`config.mk`:
```
export PLATFORM = sky130hd
export DESIGN_NAME = alu_wb_buf
export DESIGN_NICKNAME = d
export VERILOG_FILES = /design/src/rtl/alu_wb_buf.sv
export SDC_FILE = /design/constraint.sdc
export NUM_CORES = 1
export LEC_CHECK = 0
export BUFFER_PORTS_ARGS = -buffer_cell sky130_fd_sc_hd__buf_2
export CAP_MARGIN = 20
export CORE_MARGIN = 4
export CORE_UTILIZATION = 45
export DETAILED_ROUTE_END_ITERATION = 16
export PLACE_DENSITY_LB_ADDON = 0.2
export SLEW_MARGIN = 10
export SYNTH_ARGS = -nofsm -noshare
export SYNTH_HDL_FRONTEND = slang
export SYNTH_SLANG_ARGS = --single-unit
```
`constraint.sdc`:
```
create_clock -name clk_i -period 3.72 [get_ports clk_i]
set_input_delay 0.186 -clock clk_i [delete_from_list [all_inputs] [get_ports clk_i]]
set_output_delay 0.186 -clock clk_i [all_outputs]
set_load 0.01 [all_outputs]
```
`src/rtl/alu_wb_buf.sv`:
```
// -----------------------------------------------------------------------------
// alu_wb_buf
//
// Writeback stage that sits directly behind the ALU. Each cycle it can take one
// ALU result. It keeps the architectural flag register that feeds the ALU fi
// input. It parks up to two register-file writes while the register-file write
// port is stalled. It also answers one combinational forwarding lookup against
// the results that are buffered but not yet written.
//
// Parameters
//   WIDTH     datapath width of results / register data
//   RA_W      register index width
//   FLAG_RST  flag register value after reset
//
// Ports
//   clk_i          clock, all state changes on the rising edge
//   rst_ni         asynchronous active-low reset
//   in_valid_i     ALU result valid this cycle
//   in_ready_o     stage can accept a result (buffer not full)
//   in_res_i       ALU result data
//   in_fo_i        ALU output flags
//   in_wb_en_i     result must be written to in_rd_i
//   in_flag_en_i   in_fo_i must be loaded into the flag register
//   in_rd_i        destination register index
//   flags_o        flag register (to ALU fi)
//   fl_we_i        external flag write (SFR path)
//   fl_wd_i        external flag write data
//   rf_we_o        register-file write request (head entry valid)
//   rf_wa_o        register-file write address (head entry)
//   rf_wd_o        register-file write data (head entry)
//   rf_ack_i       register file takes the write this cycle
//   lk_ra_i        forwarding lookup index
//   lk_hit_o       lk_ra_i matches a buffered entry
//   lk_data_o      data of the youngest matching entry
//   flush_i        synchronous discard of all buffered writes
// -----------------------------------------------------------------------------
module alu_wb_buf #(
  parameter int unsigned WIDTH    = 32,
  parameter int unsigned RA_W     = 4,
  parameter logic [7:0]  FLAG_RST = 8'h00
) (
  input  logic             clk_i,
  input  logic             rst_ni,
  input  logic             in_valid_i,
  output logic             in_ready_o,
  input  logic [WIDTH-1:0] in_res_i,
  input  logic [7:0]       in_fo_i,
  input  logic             in_wb_en_i,
  input  logic             in_flag_en_i,
  input  logic [RA_W-1:0]  in_rd_i,
  output logic [7:0]       flags_o,
  input  logic             fl_we_i,
  input  logic [7:0]       fl_wd_i,
  output logic             rf_we_o,
  output logic [RA_W-1:0]  rf_wa_o,
  output logic [WIDTH-1:0] rf_wd_o,
  input  logic             rf_ack_i,
  input  logic [RA_W-1:0]  lk_ra_i,
  output logic             lk_hit_o,
  output logic [WIDTH-1:0] lk_data_o,
  input  logic             flush_i
);

  // The buffer occupancy doubles as the stage's state machine.
  typedef enum logic [1:0] {
    FILL_EMPTY = 2'd0,
    FILL_ONE   = 2'd1,
    FILL_FULL  = 2'd2
  } fill_e;

  fill_e            fill_q, fill_d;
  logic             head_q, head_d;
  logic             tail_q, tail_d;
  logic [7:0]       flags_q, flags_d;
  logic [WIDTH-1:0] data_q [2];
  logic [RA_W-1:0]  addr_q [2];

  logic accept;
  logic push;
  logic pop;
  logic youngIdx;

  // Handshake and head-of-buffer outputs. These depend only on registered
  // state, so rf_ack_i never feeds back into in_ready_o.
  assign in_ready_o = (fill_q != FILL_FULL);
  assign rf_we_o    = (fill_q != FILL_EMPTY);
  assign rf_wa_o    = rf_we_o ? addr_q[head_q] : '0;
  assign rf_wd_o    = rf_we_o ? data_q[head_q] : '0;
  assign flags_o    = flags_q;

  // A flush suppresses both the buffer write and the buffer read of its
  // cycle. A result that is not written back (cmp/test) is never stored.
  assign accept   = in_valid_i & in_ready_o;
  assign push     = accept & in_wb_en_i & ~flush_i;
  assign pop      = rf_we_o & rf_ack_i & ~flush_i;
  assign youngIdx = ~tail_q;

  // Occupancy next-state logic. A push into a full buffer cannot happen
  // because in_ready_o is low. A pop from an empty buffer cannot happen
  // because rf_we_o is low.
  always_comb begin
    fill_d = fill_q;
    if (flush_i) begin
      fill_d = FILL_EMPTY;
    end else begin
      unique case (fill_q)
        FILL_EMPTY: if (push) fill_d = FILL_ONE;
        FILL_ONE: begin
          if (push && !pop)      fill_d = FILL_FULL;
          else if (!push && pop) fill_d = FILL_EMPTY;
        end
        FILL_FULL:  if (pop) fill_d = FILL_ONE;
        default:    fill_d = FILL_EMPTY;
      endcase
    end
  end

  // Pointer next-state logic. A flush collapses the buffer by moving head
  // onto tail, which keeps the invariant tail = head + count.
  always_comb begin
    head_d = head_q;
    tail_d = tail_q;
    if (flush_i) begin
      head_d = tail_q;
    end else begin
      if (pop)  head_d = ~head_q;
      if (push) tail_d = ~tail_q;
    end
  end

  // Flag register update. A flag load from an accepted ALU result takes
  // priority over the SFR write path. It happens even if a flush occurs in
  // the same cycle and even if the result is not buffered.
  always_comb begin
    flags_d = flags_q;
    if (accept && in_flag_en_i) begin
      flags_d = in_fo_i;
    end else if (fl_we_i) begin
      flags_d = fl_wd_i;
    end
  end

  // Forwarding lookup. The youngest entry sits just behind tail and is
  // checked first. The older entry is only valid when the buffer is full.
  // With one entry, head and the youngest slot are the same.
  always_comb begin
    lk_hit_o  = 1'b0;
    lk_data_o = '0;
    if ((fill_q != FILL_EMPTY) && (addr_q[youngIdx] == lk_ra_i)) begin
      lk_hit_o  = 1'b1;
      lk_data_o = data_q[youngIdx];
    end else if ((fill_q == FILL_FULL) && (addr_q[head_q] == lk_ra_i)) begin
      lk_hit_o  = 1'b1;
      lk_data_o = data_q[head_q];
    end
  end

  // Control state register. Reset drops every buffered write at once.
  always_ff @(posedge clk_i or negedge rst_ni) begin
    if (!rst_ni) begin
      fill_q  <= FILL_EMPTY;
      head_q  <= 1'b0;
      tail_q  <= 1'b0;
      flags_q <= FLAG_RST;
    end else begin
      fill_q  <= fill_d;
      head_q  <= head_d;
      tail_q  <= tail_d;
      flags_q <= flags_d;
    end
  end

  // Entry storage. An entry is written only when a result is pushed into
  // the tail slot.
  always_ff @(posedge clk_i or negedge rst_ni) begin
    if (!rst_ni) begin
      for (int i = 0; i < 2; i++) begin
        data_q[i] <= '0;
        addr_q[i] <= '0;
      end
    end else if (push) begin
      data_q[tail_q] <= in_res_i;
      addr_q[tail_q] <= in_rd_i;
    end
  end

endmodule

```
# Word-level counts from Yosys, hierarchy flattened
# Cells that the tools add are included.
[word_totals]
output_inout_bits = 79
in_bits = 64
mem_bits_rw = 0
word_cells = 79
reg_bits = 84
rom_bits = 0
latchBits = 0
memories = 0
[op_classes]
shifts = 0
n_mul = 0
bitwise_logic = 11
n_div = 0
reduce_logical = 14
n_mux = 34
n_addsub = 0
n_eq_ne = 8
n_lt_le_gt_ge = 4
[ops]
columns = ["operator", "n"]
rows = [
  ["32-bit two-way mux", 10],
  ["64-bit bitwise mux", 1],
  ["32-bit demux with 1-bit select", 1],
  ["4-bit two-way mux", 8],
  ["8-bit two-way mux", 2],
  ["2-bit two-way mux", 5],
  ["8-bit bitwise mux", 1],
  ["4-bit equality test", 2],
  ["2-bit >= comparator (second input constant)", 3],
  ["1-bit logical AND", 6],
  ["3-bit != test (second input constant)", 2],
  ["1-bit NOT with 2-bit output", 3],
  ["2-bit case mux with 3 select lines", 1],
  ["2-bit nonzero test", 3],
  ["1-bit AND", 5],
  ["4-bit demux with 1-bit select", 1],
  ["1-bit two-way mux", 4],
  ["4-bit != test (second input constant)", 1],
  ["1-bit NOT", 3],
  ["3-bit AND reduction", 1],
  ["2-bit by 1-bit equality test with 1-bit output (second input constant)", 1],
  ["2-bit equality test (second input constant)", 1],
  ["1-bit logical NOT", 2],
  ["2-bit logical NOT", 1],
  ["3 further kinds", 3],
]

# Logic depth before layout (Yosys ltp)
[logic_depth]
ltp_word = 10
mapped_depth = 9
mapped_depth_nobuf = 8

# Least setup slack after synthesis
# OpenSTA, ideal clock, no wires.
[synth_timing]
kind = "register -> output"
from = "reg head_q"
to = "out lk_data_o[17]"
path_buffers = 2
path_stages_with_launch = 8
required_time_ns = 3.534
setup_slack_ns = 1.602
t_arrival_ns = 1.932
path_cell_list = "dfrtp_1 buf_6 mux2i_4 xnor2_1 nor4_4 nand2_2 buf_6 o311ai_1"
[synth_via]
elab_chain_cells = 8
word_cells_on_any_way = 11
cone_classes = "eq/ne (1); mux (8); bitwise (1); reduce/logical (1)"
[synth_lines]
columns = ["item", "line_no", "source"]
rows = [
  ["start, declared", "72", "logic head_q, head_d;"],
  ["start signal, assigned", "162", "head_q <= 1'b0;"],
  ["start signal, assigned", "167", "head_q <= head_d;"],
  ["1-bit NOT with 2-bit output (not written as such) (*)", "152, 154", ""],
  ["4-bit two-way mux (not written as such) (3 in series)", "152", "end else if ((fill_q == FILL_FULL) && (addr_q[head_q] == lk_ra_i)) begin"],
  ["4-bit equality test", "152", ""],
  ["1-bit logical AND", "152", ""],
  ["32-bit two-way mux (*)", "152", ""],
  ["32-bit two-way mux (*)", "149", "if ((fill_q != FILL_EMPTY) && (addr_q[youngIdx] == lk_ra_i)) begin"],
  ["end, declared", "60", "output logic [WIDTH-1:0] lk_data_o,"],
]
# Every way passes the cells marked *; elsewhere a longest branch is shown, timed or not. The select of a mux whose other input is x is not followed.

# Worst setup path after layout
[layout_timing]
from = "reg head_q"
to = "out lk_data_o[31]"
# The elaborated chain is that of the path after synthesis.

==> flow_metrics.tcl <==
set metrics [dict create \
    final.period_utilization 0.920 \
    gr-total-overflow 0 \
    gp_congestion 0.783 \
    h-tree-depth 3 \
    clock_path_buffers 2 \
    tns_ns 0 \
    coreArea_mm2 0.0115 \
    cp_slowest_cell "dfrtp_4" \
    hold_viol_final 0 \
    crit_chain "mux2i_1 > xnor2_1 > nor4_4 > nand2_2 > buf_4 > o311ai_1 > buf_2" \
    fmax_mhz 292 \
    gr-usage-met3 0.0627 \
    ys_ff_latch 84 \
    track_usage 0.209 \
    hp-class "in -> reg" \
    grt_pass1_wl_um 22200 \
    synth.net_count 637 \
    vias 4557 \
    cts_tree "done" \
    drt_first_pass_iters 4 \
    antenna_found_initial 0 \
    cts_hold_buf 1 \
    skew_ns 0.00889 \
    area_growth_syn_to_layout_pct 20.0 \
    synth_common_cells "dfrtp_1, nand2_1, mux2i_1, o21ai_0" \
    ant_nets 0 \
    clk_latency_ns 0.34 \
    die-area_mm2 0.0136 \
    tightestPinTransition_ns 0.992 \
    slew_violations 0 \
    synth_area_leaders "dfrtp_1, mux2i_1, mux2_2" \
    synth_ff_type "dfrtp_1" \
    yosysMostFrequentCell "dfrtp_1" \
    met1_usage 0.249 \
    critPathMaxFanout 44 \
    cap_violations 0 \
    syn_area_mm2 0.00531 \
    die-height_um 117 \
    synth_top_area_frac 0.396 \
    drive_above_1_share 0.332 \
    async_flop_share 1.00 \
    worst_ep_arrival_time_ns 3.24 \
    clk_pin_slew_worst_paths_ns 0.06 \
    leakage_nw 2.99 \
    fp-row-count 39 \
    swShare 0.384 \
    intPower_mw 2.58 \
    dp_cells 815 \
    wl_per_cell_um 16.5 \
    drt_wl_total_um 13800 \
    grt_pass1_vias 4627 \
    finalSetupViolCount 0 \
    post_synth_num_cell_types 34 \
    start_kind "flop" \
    start_util 0.463 \
    yosysWarnings 0 \
    route.detailed.drc 0 \
    viasPerCell 5.48 \
    grt_start_max_net_pins 69 \
    die-width_um 117 \
    io_buffer_count 142 \
    grt.met2_usage 0.373 \
    combPwrFrac 0.362 \
    dr.first_iter.drc_count 330 \
    cp_data_required_time_ns 3.53 \
    period_minus_slack_ns 3.42 \
    synthCells 572 \
    yosys.area.top_type "dfrtp_1" \
    fill_cells 1041 \
    power_frac_clock 0.213 \
    max-slew-margin-rel 0.336 \
    busiest_layer "met2" \
    cp-end-kind "primary output" \
    detailed_place_hpwl_um 9090 \
    cts_resized 0 \
    synth_edf_count 0 \
    numCtsBuffers 9 \
    syn_avg_cell_area_um2 9.27 \
    rsz0062_at_grt "no" \
    power_density_mw_per_mm2 659 \
    max_stage_delay_ns 0.85 \
    ir_drop_uv 417 \
    fin_nets 749 \
    final_cells 832 \
    cts.sinks 84 \
    antenna_cells 0 \
    criticalPathCategory "reg -> out" \
    p_seq_frac 0.426 \
    postCtsSetupBuffers 0 \
    outcome "finished clean" \
    ioPinCount 143 \
    clock-root-buffer "clkbuf_16" \
    switchingPower_mw 1.61 \
    synth-seq-area-share 0.396 \
]
## placed cells by master, fill, tap and decap left out, types with 2 or more instances in the layout
cell type	count
inv_1	35
o311ai_2	14
mux2_2	40
nor2_1	39
o21ai_0	42
nand2_2	2
buf_2	141
o311ai_1	18
xor2_1	5
clkbuf_16	9
a21o_1	32
dfrtp_1	82
buf_4	8
nand2b_1	33
xnor2_1	3
nand4_1	33
nand2_1	76
a21oi_1	2
clkinv_2	3
mux2i_1	49
## worst max-delay path: cells and delay by family, from the launching register on
family          cells  cell delay (ns)
xor+xnor            1             0.16
flops               1             0.85
mux                 1             0.37
buf+inv             2             0.53
compound gates      1             0.35
simple gates        2             0.61
## area by class of cell
class,instances,area (um^2),area share
Multi-Input combinational cell,403,2860,0.449
Sequential cell,84,2110,0.331
Timing Repair Buffer,151,796,0.125
Clock buffer,11,243,0.0381
Tap cell,143,179,0.0281
Inverter,35,131,0.0206
Clock inverter,5,52.6,0.00825
## registers in the layout, summed over array words and instances (netlist names)
register / cells
data_q: 64
addr_q: 8
flags_o: 8
tail_q: 1
fill_q: 2
head_q: 1
## path summary, 6_finish.rpt
kind	from	to	slack (ns)	depth (start not counted)
worst max register to register	tail_q	data_q[30]	1.34	3
worst min register to register	addr_q[3]	addr_q[3]	0.53	1
worst max-delay path	head_q	lk_data_o[31]	0.30	7
min in group asynchronous	rst_ni	addr_q[6]	0.43	2
max in group asynchronous	rst_ni	data_q[47]	2.40	3
worst min-delay path	in_fo_i[4]	flags_o[4]	0.05	3
## kinds of logic (layout without fill, tap and decap cells)
| logic type | after synthesis | after routing | synth area share |
|---|---|---|---|
| DFF | 84 | 84 | 0.396 |
| xor gates and xnor gates | 8 | 8 | 0.0132 |
| adders and majority gates | 1 | 1 | 0.00236 |
| buffers and inverters | 85 | 202 | 0.0677 |
| AOI/OAI and AO/OA | 110 | 110 | 0.162 |
| and+or+nand+nor | 194 | 194 | 0.177 |
| muxes | 90 | 90 | 0.182 |
## power by group through the flow
stage,Combinational [mW],Clock [mW],Sequential (mW)
global route,1.70,0.958,1.85
detailed placement,1.52,0,1.80
finish,1.52,0.893,1.79
floorplan,1.28,0,1.61
global placement,1.47,0,1.77
CTS,1.53,0.924,1.78
## metrics by stage
step / util / instance area [um^2] / setup slack, ns / power [mW] / hold slack (ns)
after floorplan: - / 5310 / 1.60 / 2.89 / -0.110
after global placement: 0.529 / 6060 / 0.740 / 3.24 / 0.289
after detailed placement: 0.529 / 6060 / 0.630 / 3.32 / 0.286
after CTS: 0.555 / 6370 / 0.243 / 4.24 / 0.0297
after global routing: 0.555 / 6370 / 0.140 / 4.51 / 0.0590
final: 0.555 / 6370 / 0.298 / 4.19 / 0.0477
## per-layer routing
layer	up-vias	part of all wire
li1	2214	-
met1	2235	0.43
met2	103	0.51
met3	5	0.056
met4	0	0.0051
met5	-	0
(Power assumes the default switching activity.)
